--- src/rtl/game_pkg.sv ---
// Shared types for the Life engine and its display stage.
// Board layout: row r occupies bits [8r+7:8r], column c is bit c of that row.
package game_pkg;

    localparam int GRID_W = 64;
    localparam int ROW_W  = 8;

    typedef logic [GRID_W-1:0] grid_t;
    typedef logic [ROW_W-1:0]  row_t;

    typedef enum logic [1:0] {
        IDLE  = 2'd0,
        LOAD  = 2'd1,
        DWELL = 2'd2,
        BLANK = 2'd3
    } scan_state_t;

endpackage

--- src/rtl/led_matrix_scan_popcount64.sv ---
// Combinational population count of a 64-bit board.
// The result is 7 bits wide because a full board holds 64 live cells.
module popcount64
    import game_pkg::*;
(
    input  logic [GRID_W-1:0] v,
    output logic [6:0]        count
);

    always_comb begin
        count = '0;
        for (int i = 0; i < GRID_W; i++) begin
            count = count + {6'b0, v[i]};
        end
    end

endmodule

--- src/rtl/led_matrix_scan.sv ---
// Multiplexed 8x8 LED scanner with a double-buffered board snapshot.
// The displayed buffer only changes in LOAD, so a frame never tears.
module led_matrix_scan
    import game_pkg::*;
#(
    parameter int DWELL          = 4,
    parameter int BLANK          = 1,
    parameter bit ROW_ACTIVE_LOW = 1'b0
) (
    input  logic        clk,
    input  logic        reset,
    input  logic [63:0] grid,
    input  logic        grid_valid,
    input  logic        enable,
    output logic [7:0]  row_sel,
    output logic [7:0]  col_data,
    output logic        frame_start,
    output logic [6:0]  alive_count,
    output logic [1:0]  state_dbg
);

    localparam int CNT_MAX = (DWELL > BLANK) ? DWELL : BLANK;
    localparam int CNT_W   = $clog2(CNT_MAX + 1);
    localparam logic [CNT_W-1:0] DWELL_LAST = CNT_W'(DWELL - 1);
    localparam logic [CNT_W-1:0] BLANK_LAST = CNT_W'((BLANK > 0) ? BLANK - 1 : 0);

    scan_state_t      state, state_n;
    logic [2:0]       row, row_n;
    logic [CNT_W-1:0] cnt, cnt_n;
    grid_t            shadow, disp, disp_n;
    logic             pending;

    row_t             row_sel_q, row_sel_d;
    row_t             col_q, col_d;
    logic             fs_q, fs_d;
    logic [6:0]       alive_q, alive_d;

    // State register
    always_ff @(posedge clk) begin
        if (reset) begin
            state <= IDLE;
            row   <= '0;
            cnt   <= '0;
        end else begin
            state <= state_n;
            row   <= row_n;
            cnt   <= cnt_n;
        end
    end

    // Next-state logic; end of row 7 is the only point enable is consulted mid-scan.
    always_comb begin
        state_n = state;
        row_n   = row;
        cnt_n   = cnt;
        unique case (state)
            IDLE: begin
                if (enable) state_n = LOAD;
            end
            LOAD: begin
                state_n = game_pkg::DWELL;
                row_n   = '0;
                cnt_n   = '0;
            end
            game_pkg::DWELL: begin
                if (cnt == DWELL_LAST) begin
                    cnt_n = '0;
                    if (BLANK > 0) begin
                        state_n = game_pkg::BLANK;
                    end else if (row != 3'd7) begin
                        row_n = row + 3'd1;
                    end else begin
                        state_n = enable ? LOAD : IDLE;
                    end
                end else begin
                    cnt_n = cnt + 1'b1;
                end
            end
            game_pkg::BLANK: begin
                if (cnt == BLANK_LAST) begin
                    cnt_n = '0;
                    if (row != 3'd7) begin
                        row_n   = row + 3'd1;
                        state_n = game_pkg::DWELL;
                    end else begin
                        state_n = enable ? LOAD : IDLE;
                    end
                end else begin
                    cnt_n = cnt + 1'b1;
                end
            end
            default: state_n = IDLE;
        endcase
    end

    // A strobe landing in LOAD bypasses the shadow so the freshest board is shown.
    always_comb begin
        disp_n = disp;
        if (state == LOAD) begin
            if (grid_valid)   disp_n = grid;
            else if (pending) disp_n = shadow;
        end
    end

    popcount64 u_popcount (
        .v     (disp_n),
        .count (alive_d)
    );

    // Output decode from next state so registered outputs line up with the state.
    always_comb begin
        row_sel_d = '0;
        col_d     = '0;
        fs_d      = (state_n == LOAD);
        if (state_n == game_pkg::DWELL) begin
            row_sel_d = row_t'(8'd1 << row_n);
            col_d     = disp_n[{row_n, 3'b000} +: ROW_W];
        end
    end

    always_ff @(posedge clk) begin
        if (reset) begin
            shadow    <= '0;
            disp      <= '0;
            pending   <= 1'b0;
            row_sel_q <= '0;
            col_q     <= '0;
            fs_q      <= 1'b0;
            alive_q   <= '0;
        end else begin
            disp <= disp_n;
            if (grid_valid) shadow <= grid;
            if (state == LOAD)   pending <= 1'b0;
            else if (grid_valid) pending <= 1'b1;
            row_sel_q <= row_sel_d;
            col_q     <= col_d;
            fs_q      <= fs_d;
            alive_q   <= alive_d;
        end
    end

    assign row_sel     = ROW_ACTIVE_LOW ? ~row_sel_q : row_sel_q;
    assign col_data    = col_q;
    assign frame_start = fs_q;
    assign alive_count = alive_q;
    assign state_dbg   = state;

endmodule

--- config.mk ---
export PLATFORM = sky130hd
export DESIGN_NAME = led_matrix_scan
export DESIGN_NICKNAME = d
export VERILOG_FILES = /design/src/rtl/game_pkg.sv /design/src/rtl/led_matrix_scan_popcount64.sv /design/src/rtl/led_matrix_scan.sv
export SDC_FILE = /design/constraint.sdc
export NUM_CORES = 1
export LEC_CHECK = 0
export ABC_AREA = 1
export BUFFER_PORTS_ARGS = -buffer_cell sky130_fd_sc_hd__buf_2
export CAP_MARGIN = 30
export CELL_PAD_IN_SITES_DETAIL_PLACEMENT = 0
export CELL_PAD_IN_SITES_GLOBAL_PLACEMENT = 1
export CORE_ASPECT_RATIO = 0.6
export CORE_MARGIN = 10
export CORE_UTILIZATION = 35
export DETAILED_ROUTE_END_ITERATION = 16
export GPL_ROUTABILITY_DRIVEN = 0
export PLACE_DENSITY_LB_ADDON = 0.1
export SETUP_SLACK_MARGIN = 0.4
export SLEW_MARGIN = 20
export SYNTH_ARGS = -nofsm -noshare
export SYNTH_HDL_FRONTEND = slang
export SYNTH_SLANG_ARGS = --single-unit
--- constraint.sdc ---
create_clock -name clk -period 7.1 [get_ports clk]
set_clock_uncertainty 0.05 [all_clocks]
set_input_delay 1.065 -clock clk [delete_from_list [all_inputs] [get_ports clk]]
set_output_delay 1.065 -clock clk [all_outputs]
set_load 0.01 [all_outputs]
==> results of run 1 <==
==> through the flow <==
| step | cells | total power [mW] |
|---|---|---|
| final | 1579 | 3.66 |
| after detailed placement | 1525 | 2.59 |
| after global placement | 1525 | 2.59 |
| after global routing | 1579 | 4.03 |
| after floorplan | 1075 | 2.12 |
| after CTS | 1571 | 3.65 |
==> cells by family (layout without fill, tap and decap cells) <==
group | Yosys count | after routing
compound gates | 147 | 147
flops | 161 | 161
simple gates | 504 | 504
mux | 4 | 4
buf+inv | 184 | 373
fa+ha+maj | 75 | 75
==> sequential cells by signal, indices dropped and copies added (netlist names) <==
register,flops
shadow,64
row,3
col_data,8
row_sel,8
cnt,3
pending,1
disp,64
frame_start,1
alive_count,7
state_dbg,2
==> timing repair <==
item / 4_1_cts / 5_1_grt
hold endpoints to repair: 0 / 0
resized for setup: 42 / 52
cloned: 3 / 1
pin swaps: 13 / 21
hold buffers: 0 / 0
setup buffers: 12 / 7
endpoints found under the setup margin: 6 / 6
==> layout make-up <==
class	count	area, um2	area share [%]
Clock buffer	22	464	4.27
Clock inverter	9	155	1.43
Inverter	131	497	4.57
Multi-Input combinational cell	730	4550	41.8
Sequential cell	161	3220	29.6
Tap cell	315	394	3.62
Timing Repair Buffer	211	1590	14.7
==> worst reg2reg max path, delay by kind of cell, from the launching register on <==
| family | cells | cell delay (ns) |
|---|---|---|
| AO/OA/AOI/OAI | 2 | 0.39 |
| flip-flops | 1 | 0.42 |
| AND/OR/NAND/NOR | 9 | 0.68 |
| adder cells (fa/ha/maj) | 10 | 4.44 |
| buffers and inverters | 8 | 0.73 |
==> power by group <==
group	internal [mW]	switching [mW]	total, mW
Clock	0.606	0.394	1.00
Sequential	0.965	0.0139	0.979
Combinational	0.744	0.937	1.68
Total	2.32	1.34	3.66
==> cells in the final DEF, fill, tap and decap left out, drive strengths merged, types with 5 or more instances in the layout <==
| cell type | n |
|---|---|
| nand2 | 290 |
| buf | 208 |
| dfxtp | 161 |
| nor2 | 140 |
| inv | 132 |
| o21ai | 111 |
| fa | 54 |
| or2 | 36 |
| a21oi | 26 |
| clkbuf | 23 |
| ha | 21 |
| nand3 | 19 |
| o21a | 7 |
| nand4 | 6 |
| nor3 | 5 |
==> routing by layer <==
layer | global-route usage, % | up-vias
li1 | - | 3639
met1 | 25.5 | 3290
met2 | 24.1 | 119
met3 | 5.35 | 13
met4 | 3.47 | 0
met5 | 0 | -
==> path summary, 6_finish.rpt <==
kind | start | to | depth (start not counted)
hold / removal | shadow[30]$_SDFFE_PP0P_ | shadow[30]$_SDFFE_PP0P_ | 2
setup / recovery | grid_valid | alive_count[6]$_SDFF_PP0_ | 28
hold reg to reg | shadow[30]$_SDFFE_PP0P_ | shadow[30]$_SDFFE_PP0P_ | 2
setup reg to reg | pending$_SDFFE_PP0P_ | alive_count[6]$_SDFF_PP0_ | 29
==> out/metrics.csv, run 1 <==
stage;metric;value;unit
setup_path;kind of cell adding the most delay to the critical path;adder cells;
place;Placed Instance Area;0.00969;mm2
timing;FMAX;141;MHz
setup_path;critical path type;input pin to flip-flop;
yosys;Post-synth top cells;nand2_1, dfxtp_1, nor2_1;
timing;Slew Viols, Final;0;
outcome;outcome;completed;
clocking;CTS tree;done;
clocking;clock transition at the registers of the reported paths;0.07;ns
final_layout;design area;0.0109;mm2
yosys;Synth Area in Adders;16.1;%
setup_path;reg2reg setup slack;0.27;ns
yosys;synth unique cells;39;
route;top sig layer;met4;
setup_path;Crit path largest cell delay;0.56;ns
setup_path;Critical-path top delay cell;fa_2;
setup_path;CP dominant cell by count;nor2_1;
yosys;Top FF cell, synth;dfxtp_1;
clocking;worst-skew pair later-pin latency;0.44;ns
clocking;Root Buffer;clkbuf_16;
yosys;Post-Syn Nets;1218;
route;final wirelength;26300;um
global_routing;grt ovf;0;
clocking;CTS Buf Count;17;
yosys;top-count cell post-synth;nand2_1;
route;post-route ant nets;0;
floorplanning;die height;140;um
final_layout;share of cells above drive strength 1;28.8;%
timing;final worst hold slack;0.419;ns
yosys;Synth Area in XOR/XNOR;0;%
timing;Final WS setup;0.0276;ns
setup_path;Req. time, crit path;7.36;ns
setup_path;crit path capture type;flip-flop;
route;Detailed Routing Iterations Pass 1;5;
power;LEAKAGE;5.25;nW
timing;Hold Vio Cnt, Final;0;
timing;Final min period;7.07;ns
setup_path;Buf/Inv on CP;6;
yosys;register area share after synthesis;38.6;%
yosys;simple-gate share of the synthesized area;25.5;%
place;DP Worst Slack;-0.563;ns
yosys;largest area contributor in the netlist;dfxtp_1;
final_layout;Antenna Cells;0;
yosys;mux contribution to synthesized area;0.480;%
setup_path;worst-path maximum fanout;8;
clocking;H-Tree Depth;4;
yosys;Post-Syn Instances;1075;
route;Wirelength per Cell;16.7;um
timing;relative slew slack;39.9;%
global_routing;pin count of the biggest net entering global routing;79;
yosys;Syn Area/Cell;7.76;um2
place;DPL Wire Length;19500;um
final_layout;Synth-to-Final Area Change;30.4;%
yosys;Synth area leaders;dfxtp_1, fa_1, nand2_1;
global_routing;initial antenna violation count;0;
timing;Tcrit/Tclk final;99.6;%
yosys;EDFF count, synth;0;
timing;RSZ-0062 raised after global routing;yes;
route;met2 routed WL;10900;um
min_path;HP Class;flip-flop to flip-flop;
floorplanning;Top Ports;94;
yosys;Post-synth ARST share;0;%
flow_run;Max Cap Viol;0;
clocking;Clock Sink Count;161;
final_layout;Final Util;46.8;%
floorplanning;die area;0.0306;mm2
clocking;Longest Clk Path Bufs;2;
yosys;Synth Warn #;0;
place;Port Buffer Count;93;
global_routing;first-pass GRT wire length;40400;um
timing;worst slew pin tran;0.898;ns
global_routing;vias in the first global route;6904;
final_layout;nets;1395;
setup_path;CP arrival;7.33;ns
setup_path;startpoint types;input pin;
floorplanning;Die Span X;219;um
yosys;largest family of logic cells by synthesized area;simple AND/OR/NAND/NOR gates;
yosys;post-synthesis compound-gate area fraction;9.60;%
global_routing;Global Route Usage Sum;17.3;%
power;PwrDens;337;mW/mm2
yosys;register bit total from synthesis;161;
route;vias per cell;4.47;
yosys;synthesized cell area;0.00834;mm2
floorplanning;Initial Util;35.9;%
route;drt first-iter violations;452;
route;Post-Route M1 WL;13700;um
route;DRC errors left;0;
timing;Setup Viol. Count Final;0;
yosys;Synth top area share;38.6;%
floorplanning;standard-cell rows;43;
power;Peak VDD IR;361;uV
route;via total after detailed routing;7061;
final_layout;Fillers;2426;
floorplanning;CORE AREA;0.0232;mm2
route;Met3 Wirelength;1550;um
timing;setup TNS;0;ns
No activity file was read; power rests on OpenSTA's default activity.
==> inputs of run 2 (changes only) <==
Settings changed: CTS_BUF_LIST set to sky130_fd_sc_hd__clkbuf_8, CTS_CLUSTER_DIAMETER set to 60.
==> run 2 against run 1 <==
Against the previous run: critical path depth unchanged; clock power decreased by 25%; non-clock buffer count increased by 6; power increased by 0.13%; core utilization decreased by 0.18 points; count of clock-buffer cells in the layout decreased by 3; sequential share of layout area increased by 0.11 points; first-iteration DRC count decreased by 2.2%; worst setup slack improved by 0.012 ns; register-to-register slack got worse by 0.02 ns; via count increased by 0.30%; critical endpoint unchanged; largest cell class unchanged; largest power group unchanged; highest routed layer unchanged.
==> out/metrics.csv, run 2 (synthesis gave the netlist of run 1 again) <==
stage;metric;value;unit;change
flow_run;Max Cap Viol;0;;unchanged
place;placed insts;1525;;unchanged
global_routing;grt ovf;0;;unchanged
global_routing;vias in the first global route;6856;;was 6,904
route;DRC errors left;0;;unchanged
timing;Tcrit/Tclk final;99.4;%;was 99.6%
route;drt first-iter violations;442;;was 452
final_layout;Final Util;46.6;%;was 46.8%
setup_path;Crit path largest cell delay;0.59;ns;was 0.56 ns
route;vias per cell;4.47;;about the same
power;Peak VDD IR;422;uV;was 361 uV
power;PwrDens;338;mW/mm2;was 337 mW/mm2
final_layout;nets;1401;;was 1,395
setup_path;CP arrival;7.35;ns;was 7.33 ns
setup_path;Critical-path top delay cell;fa_1;;was fa_2
place;DPL Wire Length;19500;um;unchanged
route;Wirelength per Cell;16.7;um;about the same
floorplanning;die height;140;um;unchanged
global_routing;pin count of the biggest net entering global routing;79;;unchanged
floorplanning;Die Span X;219;um;unchanged
timing;worst slew pin tran;0.978;ns;was 0.898 ns
floorplanning;die area;0.0306;mm2;unchanged
timing;Final WS setup;0.0397;ns;was 0.0276 ns
clocking;Clock Sink Count;161;;unchanged
final_layout;commonest non-fill, non-tap cell in the layout;nand2_1;;unchanged
timing;FMAX;142;MHz;was 141 MHz
final_layout;Regs by FF count;disp (64), shadow (64);;unchanged
final_layout;share of cells above drive strength 1;30.7;%;was 28.8%
floorplanning;Initial Util;35.9;%;unchanged
timing;relative slew slack;34.6;%;was 39.9%
clocking;Root Buffer;clkbuf_8;;was clkbuf_16
setup_path;worst-path maximum fanout;8;;unchanged
clocking;clock transition at the registers of the reported paths;0.09;ns;was 0.07 ns
timing;RSZ-0062 raised after global routing;yes;;unchanged
floorplanning;CORE AREA;0.0232;mm2;unchanged
setup_path;Req. time, crit path;7.39;ns;was 7.36 ns
place;Port Buffer Count;93;;unchanged
setup_path;startpoint types;input pin;;unchanged
clocking;hold buffer count at CTS;0;;unchanged
timing;Final min period;7.06;ns;was 7.07 ns
global_routing;Global Route Usage Sum;17.1;%;was 17.3%
timing;Slew Viols, Final;0;;unchanged
final_layout;Synth-to-Final Area Change;29.9;%;was 30.4%
global_routing;initial antenna violation count;0;;unchanged
timing;Hold Vio Cnt, Final;0;;unchanged
clocking;H-Tree Depth;4;;unchanged
min_path;HP Class;flip-flop to flip-flop;;unchanged
outcome;outcome;completed;;unchanged
clocking;worst-skew pair later-pin latency;0.47;ns;was 0.44 ns
timing;Setup Viol. Count Final;0;;unchanged
clocking;Longest Clk Path Bufs;2;;unchanged
final_layout;most frequent cells in the layout;nand2_1, dfxtp_1, nor2_1;;unchanged
global_routing;first-pass GRT wire length;40200;um;was 40,400 um
route;post-route ant nets;0;;unchanged
final_layout;design area;0.0108;mm2;was 0.0109 mm2
clocking;CTS Buf Count;17;;unchanged
place;DP Worst Slack;-0.563;ns;unchanged
route;via total after detailed routing;7082;;was 7,061
floorplanning;standard-cell rows;43;;unchanged
clocking;CTS tree;done;;unchanged
floorplanning;Top Ports;94;;unchanged
setup_path;critical path type;input pin to flip-flop;;unchanged
final_layout;Post-Layout Cell Count;1585;;was 1,579
power;LEAKAGE;5.21;nW;was 5.25 nW
place;Placed Instance Area;0.00969;mm2;unchanged
setup_path;crit path capture type;flip-flop;;unchanged
setup_path;CP dominant cell by count;fa_1;;was nor2_1
final_layout;Antenna Cells;0;;unchanged
route;final wirelength;26500;um;was 26,300 um
route;Detailed Routing Iterations Pass 1;5;;unchanged
## run 2: changes by cell type in the layout (fill, tap and decap cells not counted), sizes merged
| cell | before | now |
|---|---|---|
| buf | 208 | 214 |
| inv | 132 | 135 |
| clkbuf | 23 | 20 |
## run 2: power by group
part           internal (mW)  leakage, nW  switching (mW)
Sequential             0.964         1.32          0.0145
Combinational          0.884         3.67            1.05
Clock                  0.397        0.226           0.358
Total                   2.25         5.21            1.42
## run 2: routing by layer
metal	track usage, %	share of wire (%)	routed length [um]	vias to the layer above
li1	-	-	-	3646
met1	25.6	52	13800	3309
met2	23.6	41	11000	113
met3	4.87	5.6	1500	14
met4	3.51	0.76	201	0
met5	0	0	0	-
## run 2: stage by stage
step	TNS (ns)	hold slack (ns)	power, mW
global route	-0.215	0.437	4.01
global placement	-1.95	0.407	2.59
floorplan	0	0.398	2.12
finish	0	0.421	3.67
detailed placement	-1.84	0.411	2.59
CTS	0	0.425	3.50
## run 2: area by class of cell
type,instances,area (um2)
Clock buffer,19,262
Clock inverter,12,166
Fill cell,2436,12400
Inverter,131,499
Multi-Input combinational cell,730,4630
Sequential cell,161,3220
Tap cell,315,394
Timing Repair Buffer,217,1660
## run 2: timing repair
action | 4_1_cts | 5_1_grt
pin swaps | 13 | 27
resized for setup | 56 | 69
endpoints found under the setup margin | 6 | 6
gates cloned | 4 | 1
buffers inserted | 10 | 14
## run 2: final timing paths
| kind | cells after the start | endpoint | slack (ns) | start |
|---|---|---|---|---|
| worst max-delay path | 28 | alive_count[6]$_SDFF_PP0_ | 0.04 | grid_valid |
| worst min-delay path | 2 | shadow[5]$_SDFFE_PP0P_ | 0.42 | shadow[5]$_SDFFE_PP0P_ |
| worst max register to register | 30 | alive_count[6]$_SDFF_PP0_ | 0.25 | pending$_SDFFE_PP0P_ |
| worst min register to register | 2 | shadow[5]$_SDFFE_PP0P_ | 0.42 | shadow[5]$_SDFFE_PP0P_ |
## run 2: worst max-delay path: cells and delay by family
kind | cells | cell delay, ns
AND/OR/NAND/NOR | 9 | 0.75
buffers and inverters | 7 | 0.69
AO/OA/AOI/OAI | 2 | 0.38
adder cells (fa/ha/maj) | 10 | 4.45
==> inputs of run 3 (changes only) <==
Settings changed: CORE_MARGIN 10 to 2, SYNTH_HIERARCHICAL set to 1.
==> run 3 against run 2 <==
Against the previous run: worst setup slack improved by 0.35 ns; sequential share of layout area decreased by 0.48 points; global-route usage increased by 3.5 points; via count increased by 4.2%; count of clock-buffer cells in the layout unchanged; non-clock buffer count decreased by 14; sequential power decreased by 0.8%; register-to-register slack improved by 0.28 ns; clock power decreased by 6.9%; first-iteration DRC count increased by 4.5%; design area increased by 1.7%; area after synthesis increased by 3.3%; critical path type unchanged; largest cell class unchanged.
==> out/metrics.csv, run 3 <==
stage;metric;value;unit;change
flow_run;Max Cap Viol;0;;unchanged
yosys;Syn Area/Cell;7.42;um2;was 7.76 um2
power;Peak VDD IR;374;uV;was 422 uV
clocking;Longest Clk Path Bufs;2;;unchanged
timing;Final min period;6.71;ns;was 7.06 ns
timing;Final WS setup;0.393;ns;was 0.0397 ns
setup_path;crit path capture type;flip-flop;;unchanged
floorplanning;Top Ports;94;;unchanged
final_layout;multi-input logic area;0.00480;mm2;was 0.00463 mm2
place;DP Worst Slack;-0.356;ns;was -0.563 ns
route;drt first-iter violations;462;;was 442
final_layout;commonest non-fill, non-tap cell in the layout;nand2_1;;unchanged
global_routing;Global Route Usage Sum;20.7;%;was 17.1%
final_layout;design area;0.0110;mm2;was 0.0108 mm2
setup_path;critical path type;input pin to flip-flop;;unchanged
setup_path;Critical Path End;alive_count[4]$_SDFF_PP0_;;was alive_count[6]$_SDFF_PP0_
place;Port Buffer Count;93;;unchanged
floorplanning;die height;126;um;was 140 um
floorplanning;CORE AREA;0.0242;mm2;was 0.0232 mm2
setup_path;FF-to-FF End;alive_count[4]$_SDFF_PP0_;;was alive_count[6]$_SDFF_PP0_
yosys;register area share after synthesis;37.4;%;was 38.6%
floorplanning;die area;0.0259;mm2;was 0.0306 mm2
min_path;hold depth;2;;unchanged
final_layout;most frequent cells in the layout;nand2_1, inv_1, dfxtp_1;;was nand2_1, dfxtp_1, nor2_1
yosys;Post-synth ARST share;0;%;unchanged
final_layout;share of cells above drive strength 1;25.5;%;was 30.7%
clocking;worst-skew pair later-pin latency;0.48;ns;was 0.47 ns
timing;worst slew pin tran;0.882;ns;was 0.978 ns
final_layout;Final Util;45.6;%;was 46.6%
final_layout;Regs by FF count;disp (64), shadow (64);;unchanged
timing;Slew Viols, Final;0;;unchanged
power;PwrDens;284;mW/mm2;was 338 mW/mm2
timing;FMAX;149;MHz;was 142 MHz
clocking;CTS tree;done;;unchanged
timing;Hold Vio Cnt, Final;0;;unchanged
clocking;Clock Sink Count;161;;unchanged
final_layout;Synth-to-Final Area Change;27.8;%;was 29.9%
clocking;Root Buffer;clkbuf_8;;unchanged
setup_path;worst setup path start;grid_valid;;unchanged
place;DPL Wire Length;19300;um;was 19,500 um
setup_path;startpoint types;input pin;;unchanged
global_routing;first-pass GRT wire length;40100;um;was 40,200 um
min_path;HP Class;flip-flop to flip-flop;;unchanged
global_routing;pin count of the biggest net entering global routing;80;;was 79
route;Detailed Routing Iterations Pass 1;6;;was 5
global_routing;initial antenna violation count;0;;unchanged
yosys;largest area contributor in the netlist;dfxtp_1;;unchanged
yosys;Post-Syn Nets;1306;;was 1,218
yosys;synth unique cells;35;;was 39
setup_path;Req. time, crit path;7.39;ns;about the same
setup_path;Critical R2R Launch;state_dbg[1]$_SDFF_PP0_;;was pending$_SDFFE_PP0P_
setup_path;reg2reg setup slack;0.53;ns;was 0.25 ns
final_layout;Fillers;2510;;was 2,436
clocking;clock transition at the registers of the reported paths;0.09;ns;about the same
timing;relative slew slack;41.2;%;was 34.6%
final_layout;nets;1478;;was 1,401
yosys;top-count cell post-synth;nand2_1;;unchanged
global_routing;grt ovf;0;;unchanged
power;power consumption;3.13;mW;was 3.67 mW
route;vias per cell;4.43;;was 4.47
global_routing;vias in the first global route;6932;;was 6,856
yosys;Top FF cell, synth;dfxtp_1;;unchanged
setup_path;CP arrival;7.00;ns;was 7.35 ns
floorplanning;Die Span X;207;um;was 219 um
timing;Setup Viol. Count Final;0;;unchanged
power;LEAKAGE;5.43;nW;was 5.21 nW
yosys;Synth Warn #;6;;was 0
final_layout;Antenna Cells;0;;unchanged
yosys;register bit total from synthesis;161;;unchanged
outcome;outcome;completed;;unchanged
route;DRC errors left;0;;unchanged
setup_path;worst-path maximum fanout;5;;was 8
clocking;CTS Buf Count;17;;unchanged
yosys;Post-Syn Instances;1161;;was 1,075
yosys;EDFF count, synth;0;;unchanged
floorplanning;Initial Util;35.7;%;was 35.9%
final_layout;Post-Layout Cell Count;1668;;was 1,585
yosys;Synth top area share;37.4;%;was 38.6%
timing;RSZ-0062 raised after global routing;yes;;unchanged
final_layout;register area;0.00322;mm2;about the same
floorplanning;standard-cell rows;44;;was 43
yosys;Post-synth top cells;nand2_1, inv_1, dfxtp_1;;was nand2_1, dfxtp_1, nor2_1
clocking;H-Tree Depth;4;;unchanged
route;Wirelength per Cell;15.8;um;was 16.7 um
route;final wirelength;26400;um;was 26,500 um
place;Placed Instance Area;0.00998;mm2;was 0.00969 mm2
route;via total after detailed routing;7381;;was 7,082
route;post-route ant nets;0;;unchanged
yosys;synthesized cell area;0.00862;mm2;was 0.00834 mm2
setup_path;R2R depth;25;;was 30
timing;Tcrit/Tclk final;94.5;%;was 99.4%
place;placed insts;1618;;was 1,525
yosys;Synth area leaders;dfxtp_1, nand2_1, fa_1;;was dfxtp_1, fa_1, nand2_1
[run 3: repair_timing]
action,in CTS,in global routing
gates resized for setup,38,67
gates cloned,2,4
buffers inserted,3,9
hold buffers,0,0
endpoints found under the setup margin,6,6
pin swaps,14,11
[run 3: metal layers]
| metal | up-vias | wire, um | GRT usage, % |
|---|---|---|---|
| met4 | 0 | 212 | 5.04 |
| li1 | 3878 | - | - |
| met3 | 13 | 1250 | 4.01 |
| met1 | 3382 | 14500 | 33.1 |
| met2 | 108 | 10400 | 27.7 |
| met5 | - | 0 | 0 |
[run 3: critical path, stage by stage]
cell and delay, ns:
buf_12 0.12, buf_12 0.13, or2_4 0.23, o21ai_4 0.08, o21ai_4 0.08, fa_1 0.55, inv_2 0.04, fa_2 0.34
inv_2 0.08, fa_1 0.40, fa_1 0.49, fa_1 0.57, fa_1 0.46, fa_1 0.51, inv_1 0.05, fa_1 0.46
fa_1 0.56, inv_2 0.06, fa_2 0.38, nand3_2 0.07, nand2_2 0.05, xor2_1 0.14, inv_1 0.05, nor2_1 0.03
[run 3: layout make-up]
type                       instances  share of cell area [%]
multi-input combinational        773                    43.6
timing repair buffer             203                    13.6
sequential                       161                    29.3
clock inverter                    13                    1.32
inverter                         177                    6.15
clock buffer                      19                    2.37
tap                              322                    3.66
[run 3: power by group]
part / total (mW) / internal (mW) / switching, mW
combinational: 1.46 / 0.651 / 0.806
clock: 0.703 / 0.309 / 0.394
sequential: 0.971 / 0.957 / 0.0147
[run 3: worst min path at each step]
| stage | startpoint | endpoint | slack [ns] |
|---|---|---|---|
| after floorplan | shadow[28]$_SDFFE_PP0P_ | shadow[28]$_SDFFE_PP0P_ | 0.40 |
| after global placement | shadow[37]$_SDFFE_PP0P_ | shadow[37]$_SDFFE_PP0P_ | 0.41 |
| after detailed placement | disp[40]$_SDFF_PP0_ | disp[40]$_SDFF_PP0_ | 0.41 |
| after CTS | shadow[39]$_SDFFE_PP0P_ | shadow[39]$_SDFFE_PP0P_ | 0.43 |
| after global routing | shadow[39]$_SDFFE_PP0P_ | shadow[39]$_SDFFE_PP0P_ | 0.44 |
| final | shadow[39]$_SDFFE_PP0P_ | shadow[39]$_SDFFE_PP0P_ | 0.42 |
[run 3: logic make-up (layout without fill, tap and decap cells)]
kind of cell    count (synthesis)  in the layout  share of synthesized area, %
simple gates                  549            551                          26.4
buf+inv                       229            412                          11.1
flops                         161            161                          37.4
compound gates                137            137                          8.33
fa+ha+maj                      77             77                          15.9
mux                             5              5                         0.581
xor+xnor                        3              3                         0.305
[run 3: stage by stage]
stage                     TNS [ns]  hold slack [ns]
after global placement       -1.69            0.406
after detailed placement     -1.76            0.412
after global routing             0            0.443
after floorplan                  0            0.396
after CTS                        0            0.426
final                            0            0.423
